**src/rtl/ram_loader_if.sv**
```systemverilog
// Host byte stream plus RAM write port for the program loader.
// The loader takes the slave side; the host/RAM environment takes the master side.
interface ram_loader_if #(
  parameter int ADDR_W = 4,
  parameter int DATA_W = 8
);
  logic              in_valid;
  logic [DATA_W-1:0] in_data;
  logic              in_ready;
  logic [ADDR_W-1:0] ram_addr;
  logic [DATA_W-1:0] ram_data;
  logic              ram_we;

  modport master (output in_valid, in_data, input in_ready, ram_addr, ram_data, ram_we);
  modport slave  (input in_valid, in_data, output in_ready, ram_addr, ram_data, ram_we);
endinterface

```
**src/rtl/ram_loader.sv**
```systemverilog
// Frame loader: HDR{base,len_m1}, LEN data bytes, CSUM. Writes RAM with one cycle
// of latency and holds the computer in clear until the frame checksum passes.
module ram_loader #(
  parameter int ADDR_W = 4,
  parameter int DATA_W = 8
) (
  input  logic          clk,
  input  logic          clr_n,
  input  logic          start,
  ram_loader_if.slave   bus,
  output logic          cpu_clr,
  output logic          busy,
  output logic          done,
  output logic          err
);

  typedef enum logic [2:0] {S_IDLE, S_HDR, S_DATA, S_CSUM, S_REL} state_t;

  state_t            state_q, state_d;
  logic [ADDR_W-1:0] ptr_q, ptr_d, cnt_q, cnt_d, waddr_q, waddr_d;
  logic [DATA_W-1:0] sum_q, sum_d, wdata_q, wdata_d;
  logic              we_q, we_d, clr_d, busy_d, done_d, err_d;
  logic              xfer;

  assign bus.in_ready = (state_q == S_HDR) || (state_q == S_DATA) || (state_q == S_CSUM);
  assign bus.ram_we   = we_q;
  assign bus.ram_addr = waddr_q;
  assign bus.ram_data = wdata_q;
  assign xfer         = bus.in_valid && bus.in_ready;

  always_ff @(posedge clk or negedge clr_n) begin
    if (!clr_n) begin
      state_q <= S_IDLE;
      ptr_q   <= '0;
      cnt_q   <= '0;
      sum_q   <= '0;
      we_q    <= 1'b0;
      waddr_q <= '0;
      wdata_q <= '0;
      cpu_clr <= 1'b1;
      busy    <= 1'b0;
      done    <= 1'b0;
      err     <= 1'b0;
    end else begin
      state_q <= state_d;
      ptr_q   <= ptr_d;
      cnt_q   <= cnt_d;
      sum_q   <= sum_d;
      we_q    <= we_d;
      waddr_q <= waddr_d;
      wdata_q <= wdata_d;
      cpu_clr <= clr_d;
      busy    <= busy_d;
      done    <= done_d;
      err     <= err_d;
    end
  end

  always_comb begin
    state_d = state_q;
    ptr_d   = ptr_q;
    cnt_d   = cnt_q;
    sum_d   = sum_q;
    we_d    = 1'b0;
    waddr_d = waddr_q;
    wdata_d = wdata_q;
    clr_d   = cpu_clr;
    busy_d  = busy;
    done_d  = done;
    err_d   = err;
    case (state_q)
      S_IDLE: if (start) begin
        done_d  = 1'b0;
        err_d   = 1'b0;
        busy_d  = 1'b1;
        clr_d   = 1'b1;
        state_d = S_HDR;
      end
      S_HDR: if (xfer) begin
        ptr_d   = bus.in_data[2*ADDR_W-1:ADDR_W];
        cnt_d   = bus.in_data[ADDR_W-1:0];
        sum_d   = '0;
        state_d = S_DATA;
      end
      S_DATA: if (xfer) begin
        // cnt counts down from len_m1; zero means this is the last data byte
        we_d    = 1'b1;
        waddr_d = ptr_q;
        wdata_d = bus.in_data;
        ptr_d   = ptr_q + ADDR_W'(1);
        sum_d   = sum_q + bus.in_data;
        if (cnt_q == '0) state_d = S_CSUM;
        else             cnt_d   = cnt_q - ADDR_W'(1);
      end
      S_CSUM: if (xfer) begin
        if (bus.in_data == sum_q) begin
          state_d = S_REL;
        end else begin
          err_d   = 1'b1;
          busy_d  = 1'b0;
          state_d = S_IDLE;
        end
      end
      S_REL: begin
        clr_d   = 1'b0;
        done_d  = 1'b1;
        busy_d  = 1'b0;
        state_d = S_IDLE;
      end
      default: state_d = S_IDLE;
    endcase
  end

endmodule

```
**src/flat_wrapper.sv**
```systemverilog
// flat-port wrapper written by rule: the top's interface ports become plain ports
module ram_loader_flat 
#(
  parameter int ADDR_W = 4,
  parameter int DATA_W = 8
)
  (clk, clr_n, start, cpu_clr, busy, done, err, bus_in_valid, bus_in_data, bus_in_ready, bus_ram_addr, bus_ram_data, bus_ram_we);
  ram_loader_if #(.ADDR_W(ADDR_W), .DATA_W(DATA_W)) bus_i ();
  input  logic clk;
  input  logic clr_n;
  input  logic start;
  output logic cpu_clr;
  output logic busy;
  output logic done;
  output logic err;
  input wire logic [$bits(bus_i.in_valid)-1:0] bus_in_valid;
  input wire logic [$bits(bus_i.in_data)-1:0] bus_in_data;
  output wire logic [$bits(bus_i.in_ready)-1:0] bus_in_ready;
  output wire logic [$bits(bus_i.ram_addr)-1:0] bus_ram_addr;
  output wire logic [$bits(bus_i.ram_data)-1:0] bus_ram_data;
  output wire logic [$bits(bus_i.ram_we)-1:0] bus_ram_we;
  assign bus_i.in_valid = bus_in_valid;
  assign bus_i.in_data = bus_in_data;
  assign bus_in_ready = bus_i.in_ready;
  assign bus_ram_addr = bus_i.ram_addr;
  assign bus_ram_data = bus_i.ram_data;
  assign bus_ram_we = bus_i.ram_we;
  ram_loader #(.ADDR_W(ADDR_W), .DATA_W(DATA_W)) u_core (.clk(clk), .clr_n(clr_n), .start(start), .bus(bus_i), .cpu_clr(cpu_clr), .busy(busy), .done(done), .err(err));
endmodule
```
**config.mk**
```make
export PLATFORM = sky130hd
export DESIGN_NAME = ram_loader_flat
export DESIGN_NICKNAME = d
export VERILOG_FILES = /design/src/rtl/ram_loader_if.sv /design/src/rtl/ram_loader.sv /design/src/flat_wrapper.sv
export SDC_FILE = /design/constraint.sdc
export NUM_CORES = 1
export LEC_CHECK = 0
export CAP_MARGIN = 10
export CORE_UTILIZATION = 60
export CTS_CLUSTER_SIZE = 28
export DETAILED_ROUTE_END_ITERATION = 16
export DONT_BUFFER_PORTS = 1
export GPL_TIMING_DRIVEN = 0
export HOLD_SLACK_MARGIN = 0.06
export PLACE_DENSITY_LB_ADDON = 0.1
export SLEW_MARGIN = 20
export SYNTH_ARGS = -nofsm -noshare
export SYNTH_HDL_FRONTEND = slang
export SYNTH_SLANG_ARGS = --single-unit
```
**constraint.sdc**
```tcl
create_clock -name clk -period 3.3 [get_ports clk]
set_input_delay 0.165 -clock clk [delete_from_list [all_inputs] [get_ports clk]]
set_output_delay 0.165 -clock clk [all_outputs]
set_load 0.005 [all_outputs]
```
# After elaboration in Yosys (flattened, before gate mapping)
# Cells that the tools add are included.
[word_totals] ff_bits=36 latchBits=0 ram_bits=0 rom_bits=0 input_bits=12 output_inout_bits=18 memories=0
[classes] add_sub_neg=3 n_mul=0 n_div=0 n_lt_le_gt_ge=0 eq_ne=12 shifts=0 muxes=29 n_bitwise=0 n_reduce_logical=16
[op_table] op="$mux W4" count=5
[op_table] op="$mux W3" count=6
[op_table] op="$mux W8" count=2
[op_table] op="$pmux W4 S2" count=2
[op_table] op="$pmux W8 S2" count=1
[op_table] op="$pmux W3 S4" count=1
[op_table] op="$reduce_and A4 Y1" count=3
[op_table] op="$add A8 B8 Y8" count=1
[op_table] op="$eq A8 B8 Y1" count=1
[op_table] op="$mux W1" count=8
[op_table] op="$ne A2 B2 Y1 const B" count=4
[op_table] op="$eq A3 B2 Y1 const B" count=2
[op_table] op="$ne A2 B1 Y1 const B" count=3
[op_table] op="$pmux W1 S2" count=3
[op_table] op="$reduce_bool A2 Y1" count=3
[op_table] op="$reduce_and A5 Y1" count=1
[op_table] op="$add A4 B1 Y4 const B" count=1
[op_table] op="$logic_not A4 Y1" count=1
[op_table] op="$reduce_and A2 Y1" count=2
[op_table] op="$sub A4 B1 Y4 const B" count=1
[op_table] op="$eq A3 B1 Y1 const B" count=1
[op_table] op="$eq A3 B3 Y1 const B" count=1
[op_table] op="$logic_not A3 Y1" count=1
[op_table] op="$pmux W1 S3" count=1
[op_table] op="other kinds (4)" count=5

# Depth between registers and ports, before layout
# Gate-level depths: netlist of run 1.
[depth] word_depth=6 depth_mapped=9 mapped_depth_nobuf=7

# Worst setup path before layout of run 1
# OpenSTA, ideal clock, no wires.
[synth_path] path_kind="register to register" start="reg u_core.sum_q[1]" end="reg u_core.sum_q[7]" setup_time_ps=125 arrival_time_ps=1936 path_slack_ps=1239 stages_incl_launch_ff=7 synth_period_minus_slack_ps=2061 cell_sequence="dfrtp_1 > ha_1 > a211oi_1 > o311a_1 > or3_1 > a31o_1 > mux2_4"
[synth_between] elab_chain_cells=3
[synth_lines] element="start, declared" line="ram_loader.sv:21" text="logic [DATA_W-1:0] sum_q, sum_d, wdata_q, wdata_d;"
[synth_lines] element="start signal, assigned" line="ram_loader.sv:48" text="sum_q <= sum_d;"
[synth_lines] element="$add A8 B8 Y8" line="ram_loader.sv:91" text="sum_d = sum_q + bus.in_data;"
[synth_lines] element="$mux W8" line="ram_loader.sv:85" text="S_DATA: if (xfer) begin"
[synth_lines] element="$pmux W8 S2" line="ram_loader.sv:71" text="case (state_q)"
# No other way between the ends. The select of a mux whose other input is x is not followed.
# A chain may end at the register's enable or synchronous reset.

# Worst setup path after layout of run 1
# Same ends and word-level chain as after synthesis.

==> impl_metrics.json, run 1 <==
{
  "synth_edf_count": 0,
  "cp.buffers_inverters": 0,
  "yosys-top-cells-area": "dfrtp_1 47%, nand2_1 10%, ha_1 6.0%",
  "cts_hold_buf": 12,
  "cts_made_buffers": 5,
  "synth-simple-area-share_pct": 19.42,
  "synth_adder_area_share_pct": 7.100,
  "met3_usage_pct": 4.688,
  "synthTopCellsByCount": "50 x nand2_1, 35 x dfrtp_1, 17 x nor2_1, 16 x a21oi_1, 9 x ha_1",
  "first_pass_iters": 10,
  "clkLatencyLatePin_ns": 0.34,
  "grt-ovfl-total": 0,
  "yosysMostFrequentCell": "nand2_1",
  "routed_wirelength_um": 4087,
  "grt_use_total_pct": 27.81,
  "htree_levels": 2,
  "grtUsageMet2_pct": 48.84,
  "fmax_ghz": 0.4575,
  "finalSetupViolations": 0,
  "ys.flop_type": "dfrtp_1",
  "worstPathArrival_ns": 2.43,
  "report.final.slew_viol_count": 0,
  "die_h_um": 57.80,
  "violations": "DRC",
  "drc": 3,
  "hpwl_um": 2749,
  "crit_fanout": 3,
  "drive_gt1_share_pct": 7.965,
  "clk_path_buf_depth": 2,
  "end_kind": "register",
  "muxShareOfSynthArea_pct": 1.340,
  "synth_top_cell_by_area": "dfrtp_1",
  "slowest_stage": "dfrtp_1",
  "synth_compound_area_share_pct": 15.94,
  "synthXorXnorAreaFrac_pct": 3.751,
  "cts_tree": "yes",
  "via_per_inst": 6.031,
  "max_cap_violations": 0,
  "crit_type": "reg2reg",
  "netlist_area_um2": 1868,
  "rsz0062_at_grt": "no",
  "syn_inst": 206,
  "pwr_density_cell_nw_per_um2": 914.9,
  "initial_core_util_pct": 65.48,
  "synth_async_sr_flop_share_pct": 100.0,
  "avgSynthCellArea_um2": 9.068,
  "die_x_um": 57.80,
  "routedWlPerCell_um": 15.90,
  "tns_ns": 0,
  "vias": 1550,
  "detail-route-antenna-nets": 0,
  "period_share_pct": 66.24,
  "worst-path-stages": 6,
  "grt_pass1_vias": 1583,
  "design.die.area_um2": 3340,
  "synth.net_count": 228,
  "yosys_warnings": 0,
  "cts_root_buffer": "clkbuf_4",
  "n_antenna_cell": 0,
  "slew-limit-headroom_pct": 64.71,
  "slowest_delay_ns": 0.43,
  "ios": 30,
  "clock_sinks": 36,
  "antenna_found_initial": 0,
  "path_clk_slew_ns": 0.11,
  "drtIter0Drc": 116,
  "start_kind": "register",
  "grt.busiest_layer": "met2",
  "ys_seq_area_share_pct": 48.29,
  "coreArea_um2": 2853,
  "finalWeightedCongestion": 0.8439,
  "rr_worst_depth": 6,
  "nNetsFinal": 247,
  "cts_resized": 0,
  "grt_max_degree": 37,
  "whs_path_depth": 4,
  "num_rows": 19,
  "hold_viol_final": 0,
  "synth_top_family_by_area": "simple AND/OR/NAND/NOR gates",
  "synth_top_area_share_pct": 46.89,
  "path_delay_family": "compound AO/OA/AOI/OAI gates",
  "grt_pass1_wl_um": 6962,
  "ys_types": 44,
  "ys_ff_latch": 36,
  "worst_hold_slack_ns": 0.09682,
  "postCtsSetupRepairBufs": 0,
  "tightest_slew_ns": 0.5293,
  "outcome": "complete, but fails checks",
  "period_needed_ns": 2.186,
  "hold_path.class": "in2reg",
  "area_growth_pct": 13.33,
  "port_buffers": 0,
  "max-vdd-ir-drop_v": 0.0006751,
  "grt_use_met1_pct": 33.48,
  "clock_skew_ns": 0.003246,
  "power_leakage_uw": 0.001003,
  "worstPathRequired_ns": 3.54,
  "crit_path_cell_trace": "ha_1, a211oi_1, o311a_1, or3_1, a31o_1, mux2_4"
}
## flip-flops by register name (all words and copies together) (netlist names)
register,cells
u_core.bus.ram_we,1
u_core.busy,1
u_core.cnt_q,4
u_core.bus.ram_data,8
u_core.done,1
u_core.bus.ram_addr,4
u_core.err,1
u_core.cpu_clr,1
u_core.ptr_q,4
u_core.sum_q,8
u_core.state_q,3
## logic make-up (layout without fill, tap and decap cells)
family                   count (synthesis)  after routing
flip-flops                              36             36
adder cells (fa/ha/maj)                 10             10
buffers and inverters                   17             37
AND/OR/NAND/NOR                         84             84
XOR/XNOR                                 8              8
multiplexers                             2              2
AO/OA/AOI/OAI                           49             49
## metrics by stage
step | std cells | worst slack [ns] | cell area [µm²] | total power (µW) | util [%]
2_1_floorplan | 206 | 1.239 | 1868 | 1410 | -
3_3_place_gp | 237 | 1.176 | 1907 | 1542 | 66.84
3_5_place_dp | 237 | 1.124 | 1907 | 1592 | 66.84
4_1_cts | 257 | 1.103 | 2117 | 1935 | 74.21
5_1_grt | 257 | 1.063 | 2117 | 2098 | 74.21
6_report | 257 | 1.114 | 2117 | 1937 | 74.21
## layout make-up
type / instances / area [µm²]
Buffer: 10 / 51.30
Clock buffer: 5 / 37.54
Clock inverter: 3 / 42.54
Fill cell: 206 / 735.7
Inverter: 7 / 26.28
Multi-Input combinational cell: 153 / 888.4
Sequential cell: 36 / 902.1
Tap cell: 31 / 38.79
Timing Repair Buffer: 12 / 130.1
## tightest hold or removal path, cell delays in order
cell and delay (ns):
nand2_2 0.06, inv_2 0.07, nand2_1 0.07, nand2_1 0.04
## routing by layer
layer / share of wire, % / wire length (µm) / vias up
li1: - / - / 744
met1: 43 / 1742 / 749
met2: 50 / 2062 / 50
met3: 5.3 / 215 / 7
met4: 1.6 / 67 / 0
met5: 0 / 0 / -
## layout by cell type, fill, tap and decap left out, types with 5 or more instances in the layout
cell / netlist / final
xnor2_1: 5 / 5
inv_1: 6 / 6
dlygate4sd3_1: 0 / 11
dfrtp_1: 35 / 35
nor2_1: 17 / 17
o21ai_0: 8 / 8
ha_1: 9 / 9
a21oi_1: 16 / 16
o21ai_1: 8 / 8
clkbuf_4: 0 / 5
clkbuf_1: 6 / 6
nand2_1: 50 / 50
## power breakdown
part | total, µW | switching, µW | internal [µW] | leakage, µW
logic | 860 | 505 | 355 | 0.000508
clock network | 308 | 150 | 158 | 0.0000412
registers | 769 | 141 | 628 | 0.000454
## final timing paths
kind                                 start  slack, ns                      to
setup / recovery           u_core.sum_q[1]       1.11         u_core.sum_q[7]
min in group asynchronous            clr_n       0.28         u_core.sum_q[3]
max in group asynchronous            clr_n       2.78          u_core.cpu_clr
hold / removal                bus_in_valid        0.1  u_core.bus.ram_data[1]
hold reg to reg            u_core.sum_q[6]       0.51         u_core.sum_q[6]
setup reg to reg           u_core.sum_q[1]       1.11         u_core.sum_q[7]
No activity file was read; power rests on OpenSTA's default activity.
==> inputs of run 2 (changes only) <==
--- a/config.mk
+++ b/config.mk
@@ -6,7 +6,7 @@
 export NUM_CORES = 1
 export LEC_CHECK = 0
 export CAP_MARGIN = 10
-export CORE_UTILIZATION = 60
+export CORE_UTILIZATION = 56
 export CTS_CLUSTER_SIZE = 28
 export DETAILED_ROUTE_END_ITERATION = 16
 export DONT_BUFFER_PORTS = 1
==> constraint.sdc (replaced) <==
create_clock -name clk -period 1.8 [get_ports clk]
set_input_delay 0.09 -clock clk [delete_from_list [all_inputs] [get_ports clk]]
set_output_delay 0.09 -clock clk [all_outputs]
set_load 0.005 [all_outputs]
==> run 2 against run 1 <==
The flow finishes with violations (hold timing, setup timing); maximum frequency grew 6.5%; routed wire length rose by 9.4%; critical path type unchanged; worst setup slack worse by 1.4 ns; cell area up 7.3%; clock-buffer cell count is 1 higher; sequential power is 87% higher; global-route usage rose by 1.2 points; register-to-register slack lost 1.4 ns; non-clock buffer count grew 8; hold slack got worse by 0.25 ns; die area up 6.9%; sequential cell count is the same.
==> impl_metrics.json, run 2 (synthesized netlist as in run 1, its figures left out) <==
{
  "initial_core_util_pct": 60.20,
  "slowest_stage": "dfrtp_1",
  "grt.busiest_layer": "met2",
  "p_sw_uw": 1543,
  "drc": 0,
  "p_clk_share_pct": 12.3,
  "crit_type": "reg2reg",
  "pwr_density_cell_nw_per_um2": 1643,
  "cts_root_buffer": "clkbuf_4",
  "drive_gt1_share_pct": 17.52,
  "switching_share_pct": 41.36,
  "finalCoreUtilization_pct": 73.19,
  "tightest_slew_ns": 0.4784,
  "crit_fanout": 3,
  "hpwl_um": 2879,
  "worstPathRequired_ns": 2.04,
  "num_rows": 20,
  "seqPwrFrac_pct": 38.6,
  "slowest_delay_ns": 0.45,
  "detail-route-antenna-nets": 0,
  "via_per_inst": 5.734,
  "coreArea_um2": 3103,
  "combPwrFrac_pct": 49.1,
  "n_antenna_cell": 0,
  "crit_path_cell_trace": "ha_4, nand2_2, o311a_1, or3_4, a31o_1, mux2_4",
  "die_x_um": 59.76,
  "grt_max_degree": 37,
  "vias": 1594,
  "routed_wirelength_um": 4472,
  "period_share_pct": 114.1,
  "cts_tree": "yes",
  "ios": 30,
  "antenna_found_initial": 0,
  "slew-limit-headroom_pct": 68.11,
  "grt_use_total_pct": 28.98,
  "grt_pass1_vias": 1651,
  "clk_path_buf_depth": 2,
  "worst_hold_slack_ns": -0.1513,
  "grtUsageMet2_pct": 50.95,
  "port_buffers": 0,
  "p_int_uw": 2187,
  "violations": "hold timing, setup timing",
  "worstPathArrival_ns": 2.29,
  "routedWlPerCell_um": 16.09,
  "hold_viol_final": 1,
  "hold_path.class": "in2reg",
  "clock_skew_ns": 0.007364,
  "drtIter0Drc": 90,
  "rsz0062_at_grt": "yes",
  "clock_sinks": 36,
  "fmax_ghz": 0.4870,
  "clkLatencyLatePin_ns": 0.35,
  "power_leakage_uw": 0.001053,
  "final_common_cell": "nand2_1",
  "mostFrequentLayoutCells": "50 x nand2_1, 35 x dfrtp_1, 15 x nor2_1, 15 x a21oi_1, 11 x dlygate4sd3_1",
  "period_needed_ns": 2.053,
  "max_cap_violations": 0,
  "finalWeightedCongestion": 0.8476,
  "nFillCells": 248,
  "outcome": "complete, but fails checks",
  "grt_pass1_wl_um": 7445,
  "cts_made_buffers": 5,
  "nNetsFinal": 255,
  "max-vdd-ir-drop_v": 0.0007836,
  "r2r_start": "u_core.sum_q[3]",
  "startpoint": "u_core.sum_q[3]",
  "grt-ovfl-total": 0,
  "path_clk_slew_ns": 0.11,
  "min-delay-start": "bus_in_data[1]",
  "met3_usage_pct": 7.359,
  "total_power_uw": 3730,
  "cts_hold_buf": 12,
  "postLayoutSetupSlackWorst_ns": -0.2534,
  "end_kind": "register",
  "design.die.area_um2": 3571,
  "finalSetupViolations": 1,
  "first_pass_iters": 4,
  "grt_use_met1_pct": 33.98,
  "htree_levels": 2,
  "area_growth_pct": 21.57,
  "report.final.slew_viol_count": 0,
  "die_h_um": 59.76,
  "start_kind": "register"
}
==> run 2: cell types whose count changed in the layout (fill, tap and decap cells not counted), sizes merged <==
cell and delta:
clkinvlp -1, clkinv +1, clkbuf +1, buf +8
bufinv -1
==> run 2: final cells by class <==
cell class,instances,area (µm²),share of cell area [%]
multi-input combinational,153,977.2,43.03
buffer,10,58.81,2.590
clock inverter,2,10.01,0.4408
timing repair buffer,20,190.2,8.375
inverter,7,26.28,1.157
tap,44,55.05,2.424
clock buffer,6,51.30,2.259
sequential,36,902.1,39.72
==> run 2: power groups by stage <==
| stage | Clock (µW) | Combinational, µW | Sequential, µW |
|---|---|---|---|
| after global placement | 0 | 1470 | 1420 |
| after detailed placement | 0 | 1550 | 1450 |
| after floorplan | 0 | 1280 | 1380 |
| final | 460 | 1830 | 1440 |
| after CTS | 468 | 1700 | 1430 |
| after global routing | 517 | 2060 | 1490 |
==> run 2: worst max-delay path: cells and delay by family (launching register included) <==
| kind | cells | cell delay (ns) |
|---|---|---|
| compound gates | 2 | 0.52 |
| flops | 1 | 0.45 |
| fa+ha+maj | 1 | 0.29 |
| simple gates | 2 | 0.44 |
| mux | 1 | 0.25 |
==> run 2: path summary, 6_finish.rpt <==
path,end,slack (ns),cells past startpoint
max,u_core.sum_q[7],-0.25,6
min,u_core.bus.ram_data[1],-0.15,2
max reg2reg,u_core.sum_q[7],-0.25,6
min reg2reg,u_core.bus.ram_data[5],0.51,2
max in group asynchronous,u_core.cpu_clr,1.36,2
min in group asynchronous,u_core.bus.ram_addr[2],0.18,2
==> run 2: timing repair <==
item,4_1_cts,5_1_grt
buffers inserted,4,4
pin swaps,4,6
endpoints found under the hold margin,65,2
gates resized for setup,3,15
setup endpoints to repair,11,18
cloned,0,0
==> run 2: stage by stage <==
stage,cells,hold slack [ns],setup TNS [ns],cell area (µm²),setup WS (ns)
finish,278,-0.1513,-0.2534,2271,-0.2534
floorplan,206,-0.2056,-0.1782,1913,-0.1782
detailed placement,250,-0.2048,-0.4187,1968,-0.2597
global route,278,-0.1552,-0.4309,2271,-0.2696
CTS,274,-0.1527,-0.3020,2207,-0.2218
global placement,250,-0.2049,-0.2663,1968,-0.2294
==> run 2: per-layer routing <==
metal / share of wire, % / vias to the layer above / wire (µm)
met5: 0 / - / 0
met4: 1.7 / 0 / 77
met3: 5.4 / 8 / 243
met2: 52 / 56 / 2320
met1: 41 / 769 / 1830
li1: - / 761 / -
